**src/rtl/sd_read_arbiter_pkg.sv**
```systemverilog
// Shared types and constants for the SD block-read arbiter (package sd_arb_pkg).
// Used by sd_read_arbiter and its round-robin picker rr_pick.
package sd_arb_pkg;

    typedef enum logic [2:0] {
        S_WAIT_INIT,
        S_IDLE,
        S_ISSUE,
        S_XFER,
        S_DONE
    } state_t;

    localparam int BLK_BYTES_DEF = 512;
    localparam int BYTE_IDX_W    = 9;

    // Requester-ID width; a single requester still gets one bit.
    function automatic int req_id_w(input int n);
        return (n <= 2) ? 1 : $clog2(n);
    endfunction

endpackage

```
**src/rtl/sd_read_arbiter_rr_pick.sv**
```systemverilog
// Combinational round-robin picker: the lowest requester index at or after ptr wins.
module rr_pick
    import sd_arb_pkg::*;
#(
    parameter int N_REQ = 2,
    localparam int ID_W = req_id_w(N_REQ)
) (
    input  logic [N_REQ-1:0] req,
    input  logic [ID_W-1:0]  ptr,
    output logic [N_REQ-1:0] gnt,
    output logic [ID_W-1:0]  idx,
    output logic             any
);

    localparam int CW = ID_W + 1;

    logic [CW-1:0] cand;
    logic          found;

    // Walk N_REQ candidates starting at ptr, wrapping modulo N_REQ.
    always_comb begin
        gnt   = '0;
        idx   = '0;
        found = 1'b0;
        cand  = '0;
        for (int i = 0; i < N_REQ; i++) begin
            cand = {1'b0, ptr} + CW'(i);
            if (cand >= CW'(N_REQ)) cand = cand - CW'(N_REQ);
            if (!found && req[cand[ID_W-1:0]]) begin
                found                = 1'b1;
                gnt[cand[ID_W-1:0]]  = 1'b1;
                idx                  = cand[ID_W-1:0];
            end
        end
    end

    assign any = |req;

endmodule

```
**src/rtl/sd_read_arbiter.sv**
```systemverilog
// Shares one sd_card block-read controller between N_REQ requesters, one 512-byte block per grant.
// Optional idle-stream watchdog enabled by defining SD_ARB_TIMEOUT_EN.
module sd_read_arbiter
    import sd_arb_pkg::*;
#(
    parameter int N_REQ          = 2,
    parameter int BLK_BYTES      = BLK_BYTES_DEF,
    parameter int TIMEOUT_CYCLES = 1000000
) (
    input  logic                  clk,
    input  logic                  reset,
    input  logic                  init_finish,
    input  logic [N_REQ-1:0]      req,
    input  logic [32*N_REQ-1:0]   req_addr,
    output logic [N_REQ-1:0]      gnt,
    output logic [N_REQ-1:0]      done,
    output logic [N_REQ-1:0]      err,
    output logic                  sd_rd_req,
    output logic [31:0]           sd_block_addr,
    input  logic [7:0]            sd_dout,
    input  logic                  sd_valid,
    output logic [7:0]            byte_o,
    output logic [N_REQ-1:0]      byte_valid,
    output logic [BYTE_IDX_W-1:0] byte_idx
);

    localparam int ID_W = req_id_w(N_REQ);
    localparam logic [BYTE_IDX_W-1:0] LAST_IDX = BYTE_IDX_W'(BLK_BYTES - 1);

    if (N_REQ < 2 || N_REQ > 4 || BLK_BYTES < 1 || BLK_BYTES > 512 || TIMEOUT_CYCLES < 1) begin : g_bad_cfg
        $error("sd_read_arbiter: parameter out of range");
    end

    state_t           state, state_n;
    logic [ID_W-1:0]  ptr, owner, win_idx, ptr_next;
    logic [N_REQ-1:0] win_oh, owner_oh;
    logic             any_req, last_byte, wd_fire, to_q;
    logic [31:0]      addr_arr [N_REQ];

    for (genvar g = 0; g < N_REQ; g++) begin : g_addr
        assign addr_arr[g] = req_addr[32*g +: 32];
    end

    rr_pick #(.N_REQ(N_REQ)) u_pick (
        .req (req),
        .ptr (ptr),
        .gnt (win_oh),
        .idx (win_idx),
        .any (any_req)
    );

    assign last_byte = (state == S_XFER) && sd_valid && (byte_idx == LAST_IDX);
    assign ptr_next  = (owner == ID_W'(N_REQ - 1)) ? '0 : owner + 1'b1;

    always_comb begin
        state_n = state;
        case (state)
            S_WAIT_INIT: if (init_finish) state_n = S_IDLE;
            S_IDLE:      if (any_req) state_n = S_ISSUE;
            S_ISSUE:     state_n = S_XFER;
            S_XFER:      if (last_byte) state_n = S_DONE;
            S_DONE:      state_n = S_IDLE;
            default:     state_n = S_WAIT_INIT;
        endcase
        if (wd_fire) state_n = S_WAIT_INIT;
    end

    always_ff @(posedge clk) begin
        if (reset) begin
            state         <= S_WAIT_INIT;
            ptr           <= '0;
            owner         <= '0;
            owner_oh      <= '0;
            sd_block_addr <= '0;
            byte_idx      <= '0;
        end else begin
            state <= state_n;
            // The address is captured once at grant; later req_addr changes are ignored.
            if (state == S_IDLE && any_req) begin
                owner         <= win_idx;
                owner_oh      <= win_oh;
                sd_block_addr <= addr_arr[win_idx];
            end
            if (state == S_XFER && sd_valid) begin
                byte_idx <= last_byte ? '0 : byte_idx + 1'b1;
            end
            if (state == S_DONE || wd_fire) begin
                byte_idx <= '0;
                ptr      <= ptr_next;
            end
        end
    end

`ifdef SD_ARB_TIMEOUT_EN
    localparam int WD_W = $clog2(TIMEOUT_CYCLES + 1);
    logic [WD_W-1:0] wd_cnt;

    // Counts cycles since the last byte (or since the read was issued).
    assign wd_fire = (state == S_ISSUE || (state == S_XFER && !sd_valid))
                     && (wd_cnt == WD_W'(TIMEOUT_CYCLES - 1));

    always_ff @(posedge clk) begin
        if (reset) begin
            wd_cnt <= '0;
            to_q   <= 1'b0;
        end else begin
            to_q <= wd_fire;
            if (wd_fire || !(state == S_ISSUE || state == S_XFER) || (state == S_XFER && sd_valid))
                wd_cnt <= '0;
            else
                wd_cnt <= wd_cnt + 1'b1;
        end
    end

    assign err = to_q ? owner_oh : '0;
`else
    assign wd_fire = 1'b0;
    assign to_q    = 1'b0;
    assign err     = '0;
`endif

    assign gnt        = (state == S_ISSUE || state == S_XFER) ? owner_oh : '0;
    assign done       = (state == S_DONE || to_q) ? owner_oh : '0;
    assign sd_rd_req  = (state == S_ISSUE);
    assign byte_o     = sd_dout;
    assign byte_valid = (state == S_XFER && sd_valid) ? owner_oh : '0;

endmodule

```
**config.mk**
```make
export PLATFORM = sky130hd
export DESIGN_NAME = sd_read_arbiter
export DESIGN_NICKNAME = d
export VERILOG_FILES = /design/src/rtl/sd_read_arbiter_pkg.sv /design/src/rtl/sd_read_arbiter_rr_pick.sv /design/src/rtl/sd_read_arbiter.sv
export SDC_FILE = /design/constraint.sdc
export NUM_CORES = 1
export LEC_CHECK = 0
export ABC_AREA = 1
export BUFFER_PORTS_ARGS = -buffer_cell sky130_fd_sc_hd__buf_2
export CORE_MARGIN = 4
export CORE_UTILIZATION = 30
export CTS_BUF_LIST = sky130_fd_sc_hd__clkbuf_8
export CTS_CLUSTER_DIAMETER = 60
export DETAILED_ROUTE_END_ITERATION = 8
export GPL_TIMING_DRIVEN = 0
export PLACE_DENSITY = 0.56
export SETUP_SLACK_MARGIN = 0.2
export SYNTH_ARGS = -nofsm -noshare
export SYNTH_HDL_FRONTEND = slang
export SYNTH_SLANG_ARGS = --single-unit
```
**constraint.sdc**
```tcl
create_clock -name clk -period 2.2 [get_ports clk]
set_input_delay 0.11 -clock clk [delete_from_list [all_inputs] [get_ports clk]]
set_output_delay 0.11 -clock clk [all_outputs]
set_load 0.005 [all_outputs]
```
==> results.txt, run 1 <==
----------------------------------------------------
[Pwr]
  Part of the power in registers ... 46.5%
  Switching Share ... 29.1%
  Total leakage power ... 1.73 nW
  Net Switching ... 0.000606 W
  Power Internal ... 0.00148 W
  Max IR drop VDD ... 0.234 mV
  Share of total power in combinational logic ... 22.9%
  Clock Power Share ... 30.7%
  Cell Pwr Density ... 633 nW/µm²

[STA]
  Final worst-path cycle share ... 77.3%
  RSZ-0062 raised after global routing ... no
  Setup-violating endpoint count in the final report ... 0
  Final hold violation count ... 0
  Aggregate negative setup slack ... 0 ps
  Number of pins exceeding their max-slew limit in the final report ... 0
  Post-Route Skew ... 6.96 ps
  Final critical-path setup slack ... 499 ps
  Final critical delay including setup and external delays ... 1700 ps
  FMAX ... 588 MHz

[Route]
  Routed length per placed instance ... 11.4 µm
  Top Metal Used ... met4
  Detailed-route wire length ... 6970 µm
  Number of violations reported at the end of detailed-routing iteration 0 ... 30
  Antenna Nets Post-Route ... 0
  First-pass iteration count of the detailed router ... 4
  DRT met1 WL ... 2920 µm
  Vias per Instance ... 4.37
  Amount of wire on met3 after detailed routing ... 766 µm
  Vias ... 2665
  Met2 wire length ... 3220 µm
  Count of unresolved DRC violations after routing ... 0

[Logic synthesis]
  Sequential share of the synthesized area ... 39.7%
  Combined area of all synthesized cells ... 2420 µm²
  Fraction of registers with async set/reset ... 0%
  Post-synthesis register bit count ... 48
  Per-instance average area after synthesis ... 6.47 µm²
  Top_reg_cell synth ... sky130_fd_sc_hd__dfxtp_1
  Yosys warnings ... 0
  Post-Syn Instances ... 374
  Number of distinct library cells after synthesis ... 27
  Post-synth EDFFs ... 0

[Setup path]
  Arrival time at the worst endpoint ... 1900 ps
  Kind of start point of the critical path ... flip-flop
  Delay of the slowest critical-path stage ... 380 ps
  Kind of end point of the critical path ... flip-flop
  Top cell family by delay on the critical path ... simple AND/OR/NAND/NOR gates
  Buffers and inverters on the worst path ... 2
  Required time worst endpoint ... 2400 ps
  Maximum net fanout on the critical path ... 7
  Slowest cell on the critical path ... sky130_fd_sc_hd__dfxtp_2
  Series of cell instances along the critical path ... ha_1 > nand2_1 > inv_1 > nand3_1 > nor3_1 > ha_1 > nand2_1 > nand2_4 > inv_1 > o21ai_0 > nor2_1
  Crit Path Category ... flip-flop to flip-flop

[Clocking]
  Depth of the CTS H-tree ... 2
  Buffer levels on the longest clock path ... 2
  Inserted Clock Buffers ... 5
  CTS clock-pin slew for the worst setup and hold paths ... 90 ps
  Worst-skew pair later-pin latency ... 310 ps
  Clock Sink Count ... 48
  Clock tree from TritonCTS ... built
  Hold-fix buffer count after cts ... 0
  CTS Root Buffer Type ... sky130_fd_sc_hd__clkbuf_8

[Placed design]
  Routability congestion estimate from global placement ... 0.764
  Count of buffers inserted at the top-level ports ... 125
  Number of instances in the placed design ... 602
  Detailed placement HPWL ... 5550 µm
  Post-Place Worst Slack ... 382 ps

[Floorplanning]
  Area of the die ... 9570 µm²
  Die span in y ... 97.8 µm
  Placement row count ... 32
  Core area ... 7770 µm²
  DIE WIDTH ... 97.8 µm
  Number of ports placed on the die boundary ... 136
  Effective utilization at floorplan ... 31.2%

[Final layout]
  Fill count ... 875
  Area of all sequential standard cells ... 962 µm²
  Total inserted antenna cells ... 0
  Most used cells in the layout excluding fill and tap cells ... sky130_fd_sc_hd__nand2_1 (182), sky130_fd_sc_hd__buf_2 (135), sky130_fd_sc_hd__dfxtp_1 (47)
  Final-stage net count ... 587
  Area added between synthesis and finish ... 36.0%
  Number of non-filler instances in the completed layout ... 610
  Most frequent standard cell in the layout excluding fill and tap cells ... sky130_fd_sc_hd__nand2_1
  Proportion of layout cells with a drive suffix above 1 ... 31.9%
  Combined area of the multi-input logic cells ... 1210 µm²

[Global routing]
  Global-route wire length before repair ... 11500 µm
  Gr usage total ... 14.3%
  Vias in the first global route ... 2529
  Largest net degree at the start of global routing ... 15
  Antenna violations before repair ... 0
  Sum of overflow across all layers after global routing ... 0

[Min path]
  Hold/Removal Path Class ... input pin to flip-flop

[Outcome]
  Status ... complete, no violations

[Job]
  Reported max-cap violation count ... 0

----------------------------------------------------
-- metal layers --
| layer | GRT usage (%) | vias up |
|---|---|---|
| met4 | 3.19 | 0 |
| met5 | 0 | - |
| met1 | 16.3 | 1149 |
| met3 | 6.21 | 4 |
| li1 | - | 1420 |
| met2 | 24.7 | 92 |
-- cells by family (layout without fill, tap and decap cells) --
logic type / Yosys count / after routing / synth area share (%)
DFF: 48 / 48 / 39.7
AOI/OAI and AO/OA: 50 / 50 / 11.3
muxes: 1 / 1 / 0.414
and+or+nand+nor: 222 / 222 / 36.2
adders and majority gates: 2 / 2 / 1.03
xor gates and xnor gates: 1 / 1 / 0.362
buffers and inverters: 49 / 182 / 10.8
other: 1 / 2 / 0.155
-- synth_stat cells, types with 2 or more instances --
| cell | number | area [µm²] |
|---|---|---|
| sky130_fd_sc_hd__nand2_1 | 182 | 683 |
| sky130_fd_sc_hd__dfxtp_1 | 48 | 961 |
| sky130_fd_sc_hd__a21oi_1 | 41 | 205 |
| sky130_fd_sc_hd__nor2_1 | 22 | 82.6 |
| sky130_fd_sc_hd__inv_1 | 21 | 78.8 |
| sky130_fd_sc_hd__buf_2 | 10 | 50.1 |
| sky130_fd_sc_hd__buf_4 | 10 | 75.1 |
| sky130_fd_sc_hd__nor3_1 | 7 | 35.0 |
| sky130_fd_sc_hd__clkbuf_1 | 4 | 15.0 |
| sky130_fd_sc_hd__nand4_1 | 4 | 25.0 |
| sky130_fd_sc_hd__o21ai_0 | 4 | 20.0 |
| sky130_fd_sc_hd__buf_6 | 3 | 33.8 |
| sky130_fd_sc_hd__nand3_1 | 3 | 15.0 |
| sky130_fd_sc_hd__ha_1 | 2 | 25.0 |
-- registers in the layout, summed over array words and instances, names as in the netlist --
register	count
owner_oh	2
ptr	1
owner	1
byte_idx	9
sd_block_addr	32
state	3
-- worst min-delay path: stages --
cell and delay [ps]:
sky130_fd_sc_hd__buf_2 90, sky130_fd_sc_hd__nand2_1 50, sky130_fd_sc_hd__nand2_1 50, sky130_fd_sc_hd__nand2_1 50, sky130_fd_sc_hd__a21oi_1 50
-- area by class of cell --
| cell class | count | share of cell area [%] |
|---|---|---|
| Multi-Input combinational cell | 278 | 36.7 |
| Sequential cell | 48 | 29.2 |
| Timing Repair Buffer | 125 | 19.0 |
| Buffer | 27 | 5.29 |
| Tap cell | 102 | 3.88 |
| Inverter | 22 | 2.66 |
| Clock buffer | 5 | 2.09 |
| Clock inverter | 3 | 1.18 |
-- power groups by stage --
stage,registers (W),logic [W],clock network [W]
floorplan,0.000991,0.000281,0
global placement,0.000987,0.000480,0
detailed placement,0.000988,0.000486,0
CTS,0.000968,0.000487,0.000658
global route,0.000977,0.000544,0.000691
finish,0.000968,0.000477,0.000639
-- per-stage QoR --
stage / utilization [%] / hold slack, ps / power, W / cell area, µm²
CTS: 42.3 / 119 / 0.00211 / 3280
floorplan: - / 301 / 0.00127 / 2420
finish: 42.4 / 128 / 0.00208 / 3290
global route: 42.4 / 137 / 0.00221 / 3290
global placement: 40.9 / 389 / 0.00147 / 3180
detailed placement: 40.9 / 389 / 0.00147 / 3180
-- final timing paths --
check                          end  slack [ps]         from  cells past startpoint
setup / recovery       byte_idx[4]         500  byte_idx[0]                     11
hold / removal    sd_block_addr[9]         130  req_addr[9]                      5
setup reg to reg       byte_idx[4]         500  byte_idx[0]                     11
hold reg to reg                ptr         440        owner                      1
-- what timing repair did --
action	in CTS	in global routing
setup buffers	0	0
hold endpoints to repair	0	0
setup endpoints to repair	0	3
gates resized for setup	0	2
Note: power is estimated with default switching activity, not from simulation.
==> run 2: changes to the inputs <==
- PLACE_DENSITY: 0.56 -> 0.58
- clock period: 2.2 -> 1.4 ns (I/O delays scaled with it)
==> run 2 against run 1 <==
Net effect: the run now ends with negative setup slack left; highest routed layer unchanged; die area stayed put; final area is 15% higher; combinational power is 120% higher; core utilization is 6.2 points higher; sequential share of layout area is 3.5 points lower; worst setup slack worse by 620 ps; first-iteration DRC count is 17% higher; sequential power is 57% higher.
==> results.txt, run 2 (synthesis gave the netlist of run 1 again) <==
----------------------------------------------------
[Outcome]
  Status ... finished, violations left
  Failing checks ... negative setup slack

[STA]
  RSZ-0062 raised after global routing ... yes
  Final hold violation count ... 0
  Number of pins exceeding their max-slew limit in the final report ... 0
  Final critical-path setup slack ... -120 ps
  Aggregate negative setup slack ... -1060 ps
  Transition time of the tightest slew-check pin ... 550 ps
  FMAX ... 658 MHz
  Final critical delay including setup and external delays ... 1520 ps
  Final worst-path cycle share ... 109%
  Post-Route Skew ... 8.50 ps
  Max-slew headroom ... 63.3%
  Setup-violating endpoint count in the final report ... 13

[Setup path]
  Crit Path Category ... flip-flop to flip-flop
  Buffers and inverters on the worst path ... 3
  Series of cell instances along the critical path ... nand2_1 > inv_1 > nand3_2 > nor3_2 > ha_2 > nand2_2 > buf_4 > buf_4 > nor2_1
  Delay of the slowest critical-path stage ... 380 ps
  Top cell family by delay on the critical path ... simple AND/OR/NAND/NOR gates
  Most used cell along the critical path ... sky130_fd_sc_hd__buf_4
  Arrival time at the worst endpoint ... 1750 ps
  Maximum net fanout on the critical path ... 4
  Slowest cell on the critical path ... sky130_fd_sc_hd__dfxtp_1
  Required time worst endpoint ... 1630 ps
  Kind of start point of the critical path ... flip-flop
  Kind of end point of the critical path ... flip-flop

[Placed design]
  Count of buffers inserted at the top-level ports ... 125
  Number of instances in the placed design ... 602
  Detailed placement HPWL ... 5540 µm
  Routability congestion estimate from global placement ... 0.797

[Route]
  Routed length per placed instance ... 11.7 µm
  Vias ... 2809
  Number of violations reported at the end of detailed-routing iteration 0 ... 35
  Vias per Instance ... 4.43
  Antenna Nets Post-Route ... 0
  Detailed-route wire length ... 7410 µm
  First-pass iteration count of the detailed router ... 4
  Count of unresolved DRC violations after routing ... 0

[Final layout]
  Total inserted antenna cells ... 0
  Largest registers ... sd_block_addr (32), byte_idx (9), state (3)
  Fill count ... 852
  Final-stage net count ... 611
  Proportion of layout cells with a drive suffix above 1 ... 48.1%
  Most used cells in the layout excluding fill and tap cells ... sky130_fd_sc_hd__nand2_1 (141), sky130_fd_sc_hd__buf_2 (127), sky130_fd_sc_hd__dfxtp_1 (42)
  Flip-flop count of the largest register after layout ... 32
  Largest Register ... sd_block_addr
  Number of non-filler instances in the completed layout ... 634
  Most frequent standard cell in the layout excluding fill and tap cells ... sky130_fd_sc_hd__nand2_1
  Area added between synthesis and finish ... 56.0%

[Floorplanning]
  Placement row count ... 32
  DIE WIDTH ... 97.8 µm
  Number of ports placed on the die boundary ... 136
  Effective utilization at floorplan ... 31.2%
  Die span in y ... 97.8 µm
  Core area ... 7770 µm²
  Area of the die ... 9570 µm²

[Global routing]
  Global-route wire length before repair ... 12200 µm
  Sum of overflow across all layers after global routing ... 0
  Antenna violations before repair ... 0
  Largest net degree at the start of global routing ... 14
  Gr usage total ... 15.2%
  Vias in the first global route ... 2796

[Clocking]
  Inserted Clock Buffers ... 5
  Worst-skew pair later-pin latency ... 290 ps
  CTS Root Buffer Type ... sky130_fd_sc_hd__clkbuf_8
  Clock tree from TritonCTS ... built
  Buffer levels on the longest clock path ... 2
  Depth of the CTS H-tree ... 2
  Hold-fix buffer count after cts ... 0
  Clock Sink Count ... 48
  CTS clock-pin slew for the worst setup and hold paths ... 90 ps

[Pwr]
  Total leakage power ... 1.92 nW
  Cell Pwr Density ... 903 nW/µm²
  PnR Total Power ... 0.00341 W
  Max IR drop VDD ... 0.319 mV

[Job]
  Reported max-cap violation count ... 0

[Min path]
  Hold/Removal Path Class ... input pin to flip-flop

----------------------------------------------------
## run 2: worst paths after layout
kind / start / to / slack, ps / cells after the start
min reg2reg: owner / ptr / 440 / 1
min: req_addr[63] / sd_block_addr[31] / 110 / 5
max: byte_idx[3] / state[2] / -120 / 9
max reg2reg: byte_idx[3] / state[2] / -120 / 9
## run 2: worst reg2reg max path, delay by kind of cell (launching register included)
family                     cells  cell delay [ps]
and+or+nand+nor                5              500
buffers and inverters          3              370
DFF                            1              380
adders and majority gates      1              220
## run 2: through the flow
stage                     hold WS, ps  utilization (%)  area [µm²]  setup slack, ps
after floorplan                   221                -        2480            -48.5
after global placement            308             41.6        3230             -201
after detailed placement          308             41.6        3230             -255
after CTS                         102             47.8        3710             -144
after global routing              115             48.6        3770             -234
final                             114             48.6        3770             -120
## run 2: power by group
group	total [W]	internal (W)	switching [W]
combinational	0.00106	0.000519	0.000543
clock	0.000822	0.000389	0.000433
sequential	0.00152	0.00146	0.0000601
## run 2: final cells by class
type	count	area, µm²	area share (%)
plain buffers	27	216	5.73
clock buffers	6	82.6	2.19
clock inverters	2	7.51	0.199
inverters	22	90.1	2.39
multi-input cells	279	1440	38.1
flip-flops and latches	48	973	25.8
well taps	102	128	3.38
repair buffers	148	841	22.3
## run 2: repair_timing
item / CTS / global route
resized for setup: 81 / 9
pin swaps: 25 / 3
endpoints found under the setup margin: 54 / 54
setup buffers: 15 / 4
cloned: 5 / 0
## run 2: per-layer routing
| layer | routed length (µm) | global-route usage, % | up-vias | part of all wire, % |
|---|---|---|---|---|
| met3 | 746 | 6.07 | 4 | 10 |
| li1 | - | - | 1472 | - |
| met5 | 0 | 0 | - | 0 |
| met4 | 47 | 3.51 | 0 | 0.63 |
| met2 | 3450 | 26.1 | 100 | 47 |
| met1 | 3170 | 17.8 | 1233 | 43 |
